<file path="src/rtl/cu_pkg.sv">
// rtl/cu_pkg.sv - encodings, control word type and timing states for the control unit
package cu_pkg;

    // Timing states; T is the only state the control unit holds.
    typedef enum logic [2:0] {
        T0 = 3'd0,
        T1 = 3'd1,
        T2 = 3'd2,
        T3 = 3'd3
    } t_state;

    localparam logic [5:0] OP_BRA = 6'h00;
    localparam logic [5:0] OP_BNE = 6'h01;
    localparam logic [5:0] OP_INC = 6'h02;
    localparam logic [5:0] OP_MOV = 6'h03;
    localparam logic [5:0] OP_ADD = 6'h04;
    localparam logic [5:0] OP_LDI = 6'h05;
    localparam logic [5:0] OP_LD  = 6'h06;
    localparam logic [5:0] OP_ST  = 6'h07;

    localparam logic [2:0] RF_DEC  = 3'b000;
    localparam logic [2:0] RF_INC  = 3'b001;
    localparam logic [2:0] RF_LOAD = 3'b010;
    localparam logic [2:0] RF_CLR  = 3'b011;

    localparam logic [1:0] ARF_DEC  = 2'b00;
    localparam logic [1:0] ARF_INC  = 2'b01;
    localparam logic [1:0] ARF_LOAD = 2'b10;
    localparam logic [1:0] ARF_CLR  = 2'b11;

    localparam logic [2:0] ARF_SEL_PC = 3'b100;
    localparam logic [2:0] ARF_SEL_AR = 3'b010;
    localparam logic [2:0] ARF_SEL_SP = 3'b001;

    localparam logic [1:0] OUTD_PC = 2'b00;
    localparam logic [1:0] OUTD_AR = 2'b10;
    localparam logic [1:0] OUTD_SP = 2'b11;

    localparam logic [1:0] MUX_ALUOUT  = 2'b00;
    localparam logic [1:0] MUX_ARFOUTC = 2'b01;
    localparam logic [1:0] MUX_DROUT   = 2'b10;
    localparam logic [1:0] MUX_IROUT   = 2'b11;

    localparam logic [4:0] ALU_PASSA = 5'b10000;
    localparam logic [4:0] ALU_ADD   = 5'b10100;

    localparam logic [1:0] DR_LOAD_LOW = 2'b01;

    // Everything the datapath needs for one cycle.
    typedef struct packed {
        logic [1:0] MuxASel;
        logic [1:0] MuxBSel;
        logic [1:0] MuxCSel;
        logic       MuxDSel;
        logic [3:0] RFRegSel;
        logic [3:0] RFScrSel;
        logic [2:0] RFFunSel;
        logic [2:0] RFOutASel;
        logic [2:0] RFOutBSel;
        logic [4:0] ALUFunSel;
        logic [2:0] ARFRegSel;
        logic [1:0] ARFFunSel;
        logic [1:0] ARFOutCSel;
        logic [1:0] ARFOutDSel;
        logic       DREnable;
        logic [1:0] DRFunSel;
        logic       MemCS;
        logic       MemWR;
        logic       IRHighSel;
        logic       IRWrite;
    } ctrl_word_t;

    // No register enabled, memory deselected: safe to hold forever.
    function automatic ctrl_word_t idle_word();
        ctrl_word_t w;
        w       = '0;
        w.MemCS = 1'b1;
        return w;
    endfunction

    // Register index 0..3 selects R1..R4, R1 being the MSB enable.
    function automatic logic [3:0] rf_onehot(input logic [1:0] idx);
        return 4'b1000 >> idx;
    endfunction

endpackage

</file>
<file path="src/rtl/control_unit_if.sv">
// rtl/control_unit_if.sv - control unit to datapath connection
interface control_unit_if;
    logic [15:0] IRIn;
    logic [3:0]  Flags;
    logic [1:0]  MuxASel;
    logic [1:0]  MuxBSel;
    logic [1:0]  MuxCSel;
    logic        MuxDSel;
    logic [3:0]  RFRegSel;
    logic [3:0]  RFScrSel;
    logic [2:0]  RFFunSel;
    logic [2:0]  RFOutASel;
    logic [2:0]  RFOutBSel;
    logic [4:0]  ALUFunSel;
    logic [2:0]  ARFRegSel;
    logic [1:0]  ARFFunSel;
    logic [1:0]  ARFOutCSel;
    logic [1:0]  ARFOutDSel;
    logic        DREnable;
    logic [1:0]  DRFunSel;
    logic        MemCS;
    logic        MemWR;
    logic        IRHighSel;
    logic        IRWrite;

    modport master (
        input  IRIn, Flags,
        output MuxASel, MuxBSel, MuxCSel, MuxDSel,
        output RFRegSel, RFScrSel, RFFunSel, RFOutASel, RFOutBSel,
        output ALUFunSel,
        output ARFRegSel, ARFFunSel, ARFOutCSel, ARFOutDSel,
        output DREnable, DRFunSel, MemCS, MemWR, IRHighSel, IRWrite
    );

    modport slave (
        output IRIn, Flags,
        input  MuxASel, MuxBSel, MuxCSel, MuxDSel,
        input  RFRegSel, RFScrSel, RFFunSel, RFOutASel, RFOutBSel,
        input  ALUFunSel,
        input  ARFRegSel, ARFFunSel, ARFOutCSel, ARFOutDSel,
        input  DREnable, DRFunSel, MemCS, MemWR, IRHighSel, IRWrite
    );
endinterface

</file>
<file path="src/rtl/cu_decoder.sv">
// rtl/cu_decoder.sv - combinational map from timing state, IR and Z flag to the control word
module cu_decoder
    import cu_pkg::*;
(
    input  t_state     t,
    input  logic [15:0] ir,
    input  logic        z,
    output ctrl_word_t  cw,
    output logic        last
);

    logic [5:0] opcode;
    logic [1:0] rx;
    logic [2:0] dst;
    logic [2:0] s1;
    logic [2:0] s2;
    logic       rr_bad;
    logic       rrr_bad;

    assign opcode  = ir[15:10];
    assign rx      = ir[9:8];
    assign dst     = ir[8:6];
    assign s1      = ir[5:3];
    assign s2      = ir[2:0];
    // Register fields above 3 name no register, so the instruction degrades to a NOP.
    assign rr_bad  = dst[2] | s1[2];
    assign rrr_bad = rr_bad | s2[2];

    // Control word and end-of-instruction flag for the current timing state.
    always_comb begin
        cw   = idle_word();
        last = 1'b1;
        case (t)
            T0, T1: begin
                cw.ARFOutDSel = OUTD_PC;
                cw.MemCS      = 1'b0;
                cw.MemWR      = 1'b0;
                cw.IRWrite    = 1'b1;
                cw.IRHighSel  = (t == T1);
                cw.ARFRegSel  = ARF_SEL_PC;
                cw.ARFFunSel  = ARF_INC;
                last          = 1'b0;
            end
            T2: begin
                case (opcode)
                    OP_BRA, OP_BNE: begin
                        if (opcode == OP_BRA || !z) begin
                            cw.MuxBSel   = MUX_IROUT;
                            cw.ARFRegSel = ARF_SEL_PC;
                            cw.ARFFunSel = ARF_LOAD;
                        end
                    end
                    OP_INC, OP_MOV: begin
                        if (!rr_bad) begin
                            cw.RFOutASel = s1;
                            cw.MuxDSel   = 1'b0;
                            cw.ALUFunSel = ALU_PASSA;
                            cw.MuxASel   = MUX_ALUOUT;
                            cw.RFRegSel  = rf_onehot(dst[1:0]);
                            cw.RFFunSel  = RF_LOAD;
                            last         = (opcode != OP_INC);
                        end
                    end
                    OP_ADD: begin
                        if (!rrr_bad) begin
                            cw.RFOutASel = s1;
                            cw.RFOutBSel = s2;
                            cw.MuxDSel   = 1'b0;
                            cw.ALUFunSel = ALU_ADD;
                            cw.MuxASel   = MUX_ALUOUT;
                            cw.RFRegSel  = rf_onehot(dst[1:0]);
                            cw.RFFunSel  = RF_LOAD;
                        end
                    end
                    OP_LDI: begin
                        cw.MuxASel  = MUX_IROUT;
                        cw.RFRegSel = rf_onehot(rx);
                        cw.RFFunSel = RF_LOAD;
                    end
                    OP_LD: begin
                        cw.ARFOutDSel = OUTD_AR;
                        cw.MemCS      = 1'b0;
                        cw.MemWR      = 1'b0;
                        cw.DREnable   = 1'b1;
                        cw.DRFunSel   = DR_LOAD_LOW;
                        last          = 1'b0;
                    end
                    OP_ST: begin
                        cw.RFOutASel  = {1'b0, rx};
                        cw.ALUFunSel  = ALU_PASSA;
                        cw.MuxCSel    = MUX_ALUOUT;
                        cw.ARFOutDSel = OUTD_AR;
                        cw.MemCS      = 1'b0;
                        cw.MemWR      = 1'b1;
                    end
                    default: ;
                endcase
            end
            T3: begin
                case (opcode)
                    OP_INC: begin
                        if (!rr_bad) begin
                            cw.RFRegSel = rf_onehot(dst[1:0]);
                            cw.RFFunSel = RF_INC;
                        end
                    end
                    OP_LD: begin
                        cw.MuxASel  = MUX_DROUT;
                        cw.RFRegSel = rf_onehot(rx);
                        cw.RFFunSel = RF_LOAD;
                    end
                    default: ;
                endcase
            end
            default: ;
        endcase
    end

endmodule

</file>
<file path="src/rtl/control_unit.sv">
// rtl/control_unit.sv - hardwired sequencer: timing counter, decoder and reset gating
module control_unit
    import cu_pkg::*;
(
    input  logic          clock,
    input  logic          reset,
    control_unit_if.master dp,
    output logic [2:0]    T
);

    t_state     state;
    t_state     next_state;
    ctrl_word_t dec_word;
    ctrl_word_t word;
    logic       last;
    logic       unused_flags;

    // Only Z steers sequencing; the other flags pass by untouched.
    assign unused_flags = ^dp.Flags[2:0];

    cu_decoder u_decoder (
        .t    (state),
        .ir   (dp.IRIn),
        .z    (dp.Flags[3]),
        .cw   (dec_word),
        .last (last)
    );

    // Timing state register; reset abandons any instruction in flight.
    always_ff @(posedge clock) begin
        if (reset) begin
            state <= T0;
        end else begin
            state <= next_state;
        end
    end

    // Advance one timing step, or return to fetch after the final execute cycle.
    always_comb begin
        next_state = T0;
        if (!last) begin
            case (state)
                T0:      next_state = T1;
                T1:      next_state = T2;
                T2:      next_state = T3;
                default: next_state = T0;
            endcase
        end
    end

    // Hold the datapath idle while reset is asserted so nothing half-executes.
    always_comb begin
        word = dec_word;
        if (reset) begin
            word = idle_word();
        end
    end

    assign T             = state;
    assign dp.MuxASel    = word.MuxASel;
    assign dp.MuxBSel    = word.MuxBSel;
    assign dp.MuxCSel    = word.MuxCSel;
    assign dp.MuxDSel    = word.MuxDSel;
    assign dp.RFRegSel   = word.RFRegSel;
    assign dp.RFScrSel   = word.RFScrSel;
    assign dp.RFFunSel   = word.RFFunSel;
    assign dp.RFOutASel  = word.RFOutASel;
    assign dp.RFOutBSel  = word.RFOutBSel;
    assign dp.ALUFunSel  = word.ALUFunSel;
    assign dp.ARFRegSel  = word.ARFRegSel;
    assign dp.ARFFunSel  = word.ARFFunSel;
    assign dp.ARFOutCSel = word.ARFOutCSel;
    assign dp.ARFOutDSel = word.ARFOutDSel;
    assign dp.DREnable   = word.DREnable;
    assign dp.DRFunSel   = word.DRFunSel;
    assign dp.MemCS      = word.MemCS;
    assign dp.MemWR      = word.MemWR;
    assign dp.IRHighSel  = word.IRHighSel;
    assign dp.IRWrite    = word.IRWrite;

endmodule

</file>
<file path="src/flat_wrapper.sv">
// flat-port wrapper written by rule: the top's interface ports become plain ports
module control_unit_flat import cu_pkg::*;
  (clock, reset, T, dp_IRIn, dp_Flags, dp_MuxASel, dp_MuxBSel, dp_MuxCSel, dp_MuxDSel, dp_RFRegSel, dp_RFScrSel, dp_RFFunSel, dp_RFOutASel, dp_RFOutBSel, dp_ALUFunSel, dp_ARFRegSel, dp_ARFFunSel, dp_ARFOutCSel, dp_ARFOutDSel, dp_DREnable, dp_DRFunSel, dp_MemCS, dp_MemWR, dp_IRHighSel, dp_IRWrite);
  control_unit_if dp_i ();
  input  logic clock;
  input  logic reset;
  output logic [2:0] T;
  input wire logic [$bits(dp_i.IRIn)-1:0] dp_IRIn;
  input wire logic [$bits(dp_i.Flags)-1:0] dp_Flags;
  output wire logic [$bits(dp_i.MuxASel)-1:0] dp_MuxASel;
  output wire logic [$bits(dp_i.MuxBSel)-1:0] dp_MuxBSel;
  output wire logic [$bits(dp_i.MuxCSel)-1:0] dp_MuxCSel;
  output wire logic [$bits(dp_i.MuxDSel)-1:0] dp_MuxDSel;
  output wire logic [$bits(dp_i.RFRegSel)-1:0] dp_RFRegSel;
  output wire logic [$bits(dp_i.RFScrSel)-1:0] dp_RFScrSel;
  output wire logic [$bits(dp_i.RFFunSel)-1:0] dp_RFFunSel;
  output wire logic [$bits(dp_i.RFOutASel)-1:0] dp_RFOutASel;
  output wire logic [$bits(dp_i.RFOutBSel)-1:0] dp_RFOutBSel;
  output wire logic [$bits(dp_i.ALUFunSel)-1:0] dp_ALUFunSel;
  output wire logic [$bits(dp_i.ARFRegSel)-1:0] dp_ARFRegSel;
  output wire logic [$bits(dp_i.ARFFunSel)-1:0] dp_ARFFunSel;
  output wire logic [$bits(dp_i.ARFOutCSel)-1:0] dp_ARFOutCSel;
  output wire logic [$bits(dp_i.ARFOutDSel)-1:0] dp_ARFOutDSel;
  output wire logic [$bits(dp_i.DREnable)-1:0] dp_DREnable;
  output wire logic [$bits(dp_i.DRFunSel)-1:0] dp_DRFunSel;
  output wire logic [$bits(dp_i.MemCS)-1:0] dp_MemCS;
  output wire logic [$bits(dp_i.MemWR)-1:0] dp_MemWR;
  output wire logic [$bits(dp_i.IRHighSel)-1:0] dp_IRHighSel;
  output wire logic [$bits(dp_i.IRWrite)-1:0] dp_IRWrite;
  assign dp_i.IRIn = dp_IRIn;
  assign dp_i.Flags = dp_Flags;
  assign dp_MuxASel = dp_i.MuxASel;
  assign dp_MuxBSel = dp_i.MuxBSel;
  assign dp_MuxCSel = dp_i.MuxCSel;
  assign dp_MuxDSel = dp_i.MuxDSel;
  assign dp_RFRegSel = dp_i.RFRegSel;
  assign dp_RFScrSel = dp_i.RFScrSel;
  assign dp_RFFunSel = dp_i.RFFunSel;
  assign dp_RFOutASel = dp_i.RFOutASel;
  assign dp_RFOutBSel = dp_i.RFOutBSel;
  assign dp_ALUFunSel = dp_i.ALUFunSel;
  assign dp_ARFRegSel = dp_i.ARFRegSel;
  assign dp_ARFFunSel = dp_i.ARFFunSel;
  assign dp_ARFOutCSel = dp_i.ARFOutCSel;
  assign dp_ARFOutDSel = dp_i.ARFOutDSel;
  assign dp_DREnable = dp_i.DREnable;
  assign dp_DRFunSel = dp_i.DRFunSel;
  assign dp_MemCS = dp_i.MemCS;
  assign dp_MemWR = dp_i.MemWR;
  assign dp_IRHighSel = dp_i.IRHighSel;
  assign dp_IRWrite = dp_i.IRWrite;
  control_unit u_core (.clock(clock), .reset(reset), .dp(dp_i), .T(T));
endmodule
</file>
<file path="config.mk">
export PLATFORM = sky130hd
export DESIGN_NAME = control_unit_flat
export DESIGN_NICKNAME = d
export VERILOG_FILES = /design/src/rtl/cu_pkg.sv /design/src/rtl/control_unit_if.sv /design/src/rtl/cu_decoder.sv /design/src/rtl/control_unit.sv /design/src/flat_wrapper.sv
export SDC_FILE = /design/constraint.sdc
export NUM_CORES = 1
export LEC_CHECK = 0
export ABC_AREA = 0
export BUFFER_PORTS_ARGS = -buffer_cell sky130_fd_sc_hd__buf_4
export CAP_MARGIN = 20
export CORE_ASPECT_RATIO = 0.9
export CORE_UTILIZATION = 37
export CTS_CLUSTER_DIAMETER = 30
export DETAILED_ROUTE_END_ITERATION = 7
export MAX_ROUTING_LAYER = met4
export PLACE_DENSITY = 0.8
export SETUP_SLACK_MARGIN = 0.2
export SYNTH_ARGS = -nofsm -noshare
export SYNTH_HDL_FRONTEND = slang
export SYNTH_SLANG_ARGS = --single-unit
</file>
<file path="constraint.sdc">
create_clock -name clock -period 2.2 [get_ports clock]
set_input_delay 0.22 -clock clock [delete_from_list [all_inputs] [get_ports clock]]
set_output_delay 0.22 -clock clock [all_outputs]
set_load 0.01 [all_outputs]
</file>
==> results of run 1 <==
## cells in the final DEF, fill, tap and decap left out, types with 2 or more instances in the layout
master     Yosys  routed
buf_4         23      52
o22ai_2        0       2
nand3_1        2       2
clkbuf_4       0       3
ha_1           5       3
inv_1          7       6
ha_4           0       2
nand2_1        6       5
conb_1         1      20
nand2b_1       4       4
a32oi_1        3       3
dfxtp_4        0       2
nor3_1         8       8
o21ai_0        2       2
and2_1         2       2
a21oi_1        2       2
a2111oi_0      2       2
nor2b_1        3       3
nor2_1         9       8
## through the flow
step / std cells / power (µW) / setup slack (ns)
after global placement: 172 / 373 / 0.259
after CTS: 177 / 500 / 0.220
after detailed placement: 172 / 382 / 0.206
after global routing: 180 / 587 / 0.165
final: 180 / 539 / 0.247
after floorplan: 127 / 278 / 0.211
## path summary, 6_finish.rpt
| check | start | end | slack (ns) | depth (start not counted) |
|---|---|---|---|---|
| setup / recovery | u_core.T[0] | dp_ARFRegSel[2] | 0.25 | 7 |
| hold / removal | reset | u_core.T[0] | 0.28 | 2 |
| setup reg to reg | u_core.T[0] | u_core.T[1] | 0.71 | 5 |
| hold reg to reg | u_core.T[1] | u_core.T[0] | 0.76 | 2 |
## cells by family (layout without fill, tap and decap cells)
family,count (synthesis),count (layout)
flops,2,2
xor+xnor,1,1
other cells,1,20
fa+ha+maj,5,5
compound gates,20,20
mux,1,1
simple gates,44,44
buf+inv,34,62
## routing by layer
| metal | GRT usage | share of wire | vias to the layer above |
|---|---|---|---|
| li1 | - | - | 442 |
| met5 | - | 0 | - |
| met2 | 0.333 | 0.56 | 45 |
| met3 | 0.0233 | 0.071 | 2 |
| met4 | 0.0800 | 0.0067 | 0 |
| met1 | 0.192 | 0.36 | 420 |
## timing repair
action                                 in CTS  in global routing
pin swaps                                   2                  6
resized for setup                           7                 10
hold buffers                                0                  0
setup endpoints to repair                  14                  7
endpoints found under the hold margin       0                  0
setup buffers                               2                  3
## power breakdown
group	switching (µW)	internal (µW)	total, µW	leakage [µW]
sequential	33.2	59.2	92.4	0.0000178
combinational	186	181	367	0.000529
clock	19.6	60.1	79.7	0.0000138
## final cells by class
type,instances,area (µm²),share of cell area
clock buffers,3,22.5,0.0193
inverters,7,28.8,0.0246
multi-input cells,91,649,0.555
flip-flops and latches,2,47.5,0.0406
well taps,25,31.3,0.0267
repair buffers,52,390,0.334
==> results.cfg, run 1 <==
[yosys]
yosysMostFrequentCell = buf_4
synthCells = 108
synth_xor_area_frac = 0.0113
yosys.area.top_type = buf_4
synthMuxAreaShare = 0.0129
synthAdderAreaFrac = 0.0806
synth_warnings = 0
synth_compound_area_frac = 0.223
synth_commonest_cells = buf_4 (23), nor2_1 (9), nor3_1 (8)
synth_edf_count = 0
avgSynthCellArea_um2 = 7.18
ys_types = 40
synthArstFlopShare = 0
syn_area_um2 = 776
ys_seq_area_frac = 0.0516
ys_ff_latch = 2
synth_top_family_by_area = simple AND/OR/NAND/NOR gates
synth_top_area_frac = 0.223
yosys_most_used_dff = dfxtp_1
synth_area_leaders = buf_4 (22%), ha_1 (8.1%), dfxtp_1 (5.2%)
yosys.area_share.simple = 0.329

[timing]
hold_viol = 0
setup_viol = 0
holdWs_ns = 0.279
clock_skew_ns = 0.00309
maxSlewHeadroom = 0.628
tightestPinTransition_ns = 0.553
fin_crit_sh = 0.888
rsz0062_at_grt = true
slew_violations = 0
timing.fmax_ghz = 0.512
setup_tns_ns = 0
min_period_ns = 1.95

[grt]
grt.overflow.total = 0
grtUsageTotal = 0.179
grt_pass1_vias = 776
antenna_found_initial = 0
grt_pass1_wl_mm = 3.08
grt_max_degree = 13

[route]
vias_per_cell = 5.05
drc_errors = 0
avgRoutedWirePerCell_um = 11.6
dr.pass1.iters = 4
ant_nets = 0
via_count = 909
first_iter_violations = 12
drt_wl_total_mm = 2.08

[finish]
syn_to_final_growth_pct = 50.8
stdcell_area_um2 = 1170
nFillCells = 187
final_nets = 184
diodes = 0
largest_reg_flops = 2
utilization = 0.599
drive_gt1_frac = 0.458

[placed_design]
hpwl_mm = 1.55
placed_area_um2 = 1030
port_buffers = 46
place.gp.congestion = 0.833

[floorplan]
io_pins = 70
start_util = 0.397
die_x_um = 50.3
dieArea_um2 = 2280
dieHeight_um = 45.4
num_rows = 15
core_area_um2 = 1950

[flow_run]
maxCapViolations = 0

[pwr]
power_density_nw_per_um2 = 461
p_leak_uw = 0.000561
max-vdd-ir-drop_mv = 0.525

[worst_setup_path]
path_buf_inv = 2
cp_slowest_stage_delay_ns = 0.36
cp_cell_sequence = inv_4 -> ha_4 -> nand2b_1 -> or2_4 -> a2111oi_4 -> o21ba_1 -> buf_4
path_delay_family = compound AO/OA/AOI/OAI gates
crit_fanout = 6
crit_arrival_ns = 1.73
path_class = flop to output pin
cp-start-kind = flop
end_kind = output pin
cp.required_ns = 1.98
cpMaxStageDelayCell = dfxtp_4

[clock_network]
clock_path_buffers = 2
clk_pin_slew_ns = 0.03
clock_latency_ns = 0.22
cts_root_buf = clkbuf_4
cts_made_buffers = 3
cts_sinks = 2
cts_tree = done
htree_levels = 1

[worst_hold_path]
hold_class = input port to flop

[run_status]
run_status = finished clean
(Power assumes the default switching activity.)
==> run 2: changes to the inputs <==
Settings changed: ABC_AREA 0 to 1, CORE_UTILIZATION 37 to 42, PLACE_DENSITY 0.8 to 0.81.
==> results.cfg, run 2 <==
[route]
via_count = 1164
avgRoutedWirePerCell_um = 9.23
drc_errors = 0
ant_nets = 0
first_iter_violations = 29
dr.pass1.iters = 4
drt_wl_total_mm = 2.39
vias_per_cell = 4.49

[timing]
timing.fmax_ghz = 0.550
clock_skew_ns = 0.00201
slew_violations = 0
worst_slack_ns = 0.382
min_period_ns = 1.82
setup_viol = 0
setup_tns_ns = 0
rsz0062_at_grt = false
holdWs_ns = 0.409
hold_viol = 0
fin_crit_sh = 0.827

[yosys]
syn_area_um2 = 1040
yosysMostFrequentCell = nand2_1
ys_ff_latch = 2
synth_area_leaders = nand2_1 (19%), buf_4 (17%), inv_1 (10%)
synth_edf_count = 0
synth_commonest_cells = nand2_1 (53), inv_1 (29), nor2_1 (25)
synthArstFlopShare = 0
yosys.area.top_type = nand2_1
ys_types = 26
synth_top_area_frac = 0.191
avgSynthCellArea_um2 = 5.51
synth_warnings = 0
ys_seq_area_frac = 0.0385
yosys_most_used_dff = dfxtp_1
synthCells = 189

[worst_setup_path]
end_kind = output pin
crit_arrival_ns = 1.60
crit_fanout = 9
cp-start-kind = flop
cp.required_ns = 1.98
path_class = flop to output pin

[pwr]
p_leak_uw = 0.000795
power_density_nw_per_um2 = 420
internal-power_uw = 286
comb_power_share = 0.717
seqPwrFrac = 0.145
pwr-share-clk = 0.138
p_sw_uw = 286
max-vdd-ir-drop_mv = 0.425
sw_frac_of_total = 0.499
power_uw = 572

[grt]
use_met1 = 0.245
grt.overflow.total = 0
grt_pass1_wl_mm = 3.64
grtUsageMet3 = 0.0187
grtUsageTotal = 0.184
top_usage_layer = met2
met2_usage = 0.295
grt_max_degree = 11
antenna_found_initial = 0
grt_pass1_vias = 870

[clock_network]
cts_sinks = 2
cts_root_buf = clkbuf_4
cts_tree = done
clock_latency_ns = 0.22
htree_levels = 1
hold_buffers = 0
post_cts_buffers = 0
clock_path_buffers = 2
clk_pin_slew_ns = 0.03
cts_made_buffers = 3

[finish]
syn_to_final_growth_pct = 30.9
multi_input_area_um2 = 808
register_area_um2 = 40.0
final_common_cell = nand2_1
diodes = 0
final_cell_mix = nand2_1 (53), buf_4 (46), inv_1 (29), nor2_1 (25), conb_1 (20)
largest_reg_flops = 2
nFillCells = 223
utilization = 0.602
drive_gt1_frac = 0.323
final_nets = 261

[placed_design]
dp_slack_ns = 0.372
hpwl_mm = 1.99
place.gp.congestion = 0.874
port_buffers = 46

[run_status]
run_status = finished clean

[flow_run]
maxCapViolations = 0

[floorplan]
dieHeight_um = 49.2
num_rows = 16
dieArea_um2 = 2680
io_pins = 70
core_area_um2 = 2260
die_x_um = 54.5
start_util = 0.460

[worst_hold_path]
hold_class = input port to flop
-- run 2: kinds of logic after synthesis --
kind of cell,Yosys count,share of synthesized area
buf+inv,55,0.284
compound gates,14,0.0926
other cells,1,0.00360
simple gates,112,0.522
flops,2,0.0385
fa+ha+maj,5,0.0601
-- run 2: area by class of cell --
| type | count | area share |
|---|---|---|
| Clock buffer | 3 | 0.0165 |
| Timing Repair Buffer | 46 | 0.253 |
| Multi-Input combinational cell | 151 | 0.593 |
| Sequential cell | 2 | 0.0294 |
| Tap cell | 27 | 0.0248 |
| Inverter | 30 | 0.0826 |
-- run 2: power groups by stage --
stage | clock network (µW) | registers [µW] | logic [µW]
floorplan | 0 | 82.5 | 255
global placement | 0 | 77.2 | 391
detailed placement | 0 | 78.4 | 394
CTS | 82.8 | 78.1 | 398
global route | 91.5 | 86.0 | 466
finish | 78.8 | 82.9 | 410
-- run 2: what timing repair did --
action | in CTS | in global routing
gates resized for setup | 1 | 2
endpoints found under the setup margin | 3 | 3
hold endpoints to repair | 0 | 0
-- run 2: per-layer routing --
| metal | part of all wire | vias to the layer above | wire, µm |
|---|---|---|---|
| li1 | - | 618 | - |
| met1 | 0.47 | 487 | 1130 |
| met2 | 0.45 | 57 | 1080 |
| met3 | 0.072 | 2 | 173 |
| met4 | 0.0029 | 0 | 7 |
| met5 | 0 | - | 0 |
-- run 2: path summary, 6_finish.rpt --
| check | from | to | slack, ns | depth (start not counted) |
|---|---|---|---|---|
| worst max register to register | u_core.T[0] | u_core.T[0] | 0.84 | 6 |
| worst min register to register | u_core.T[1] | u_core.T[1] | 0.74 | 4 |
| worst max-delay path | u_core.T[0] | dp_ARFFunSel[1] | 0.38 | 5 |
| worst min-delay path | dp_IRIn[5] | u_core.T[1] | 0.41 | 6 |
-- run 2: metrics by stage --
step | instance area, µm² | std cells
after global routing | 1360 | 259
after CTS | 1340 | 259
after detailed placement | 1320 | 256
after floorplan | 1120 | 208
final | 1360 | 259
after global placement | 1320 | 256
-- run 2: worst max-delay path, stage by stage, from the launching register on --
cell,delay (ns)
dfxtp_1,0.35
inv_1,0.14
ha_4,0.21
nand2_2,0.15
a2111oi_4,0.35
buf_4,0.19
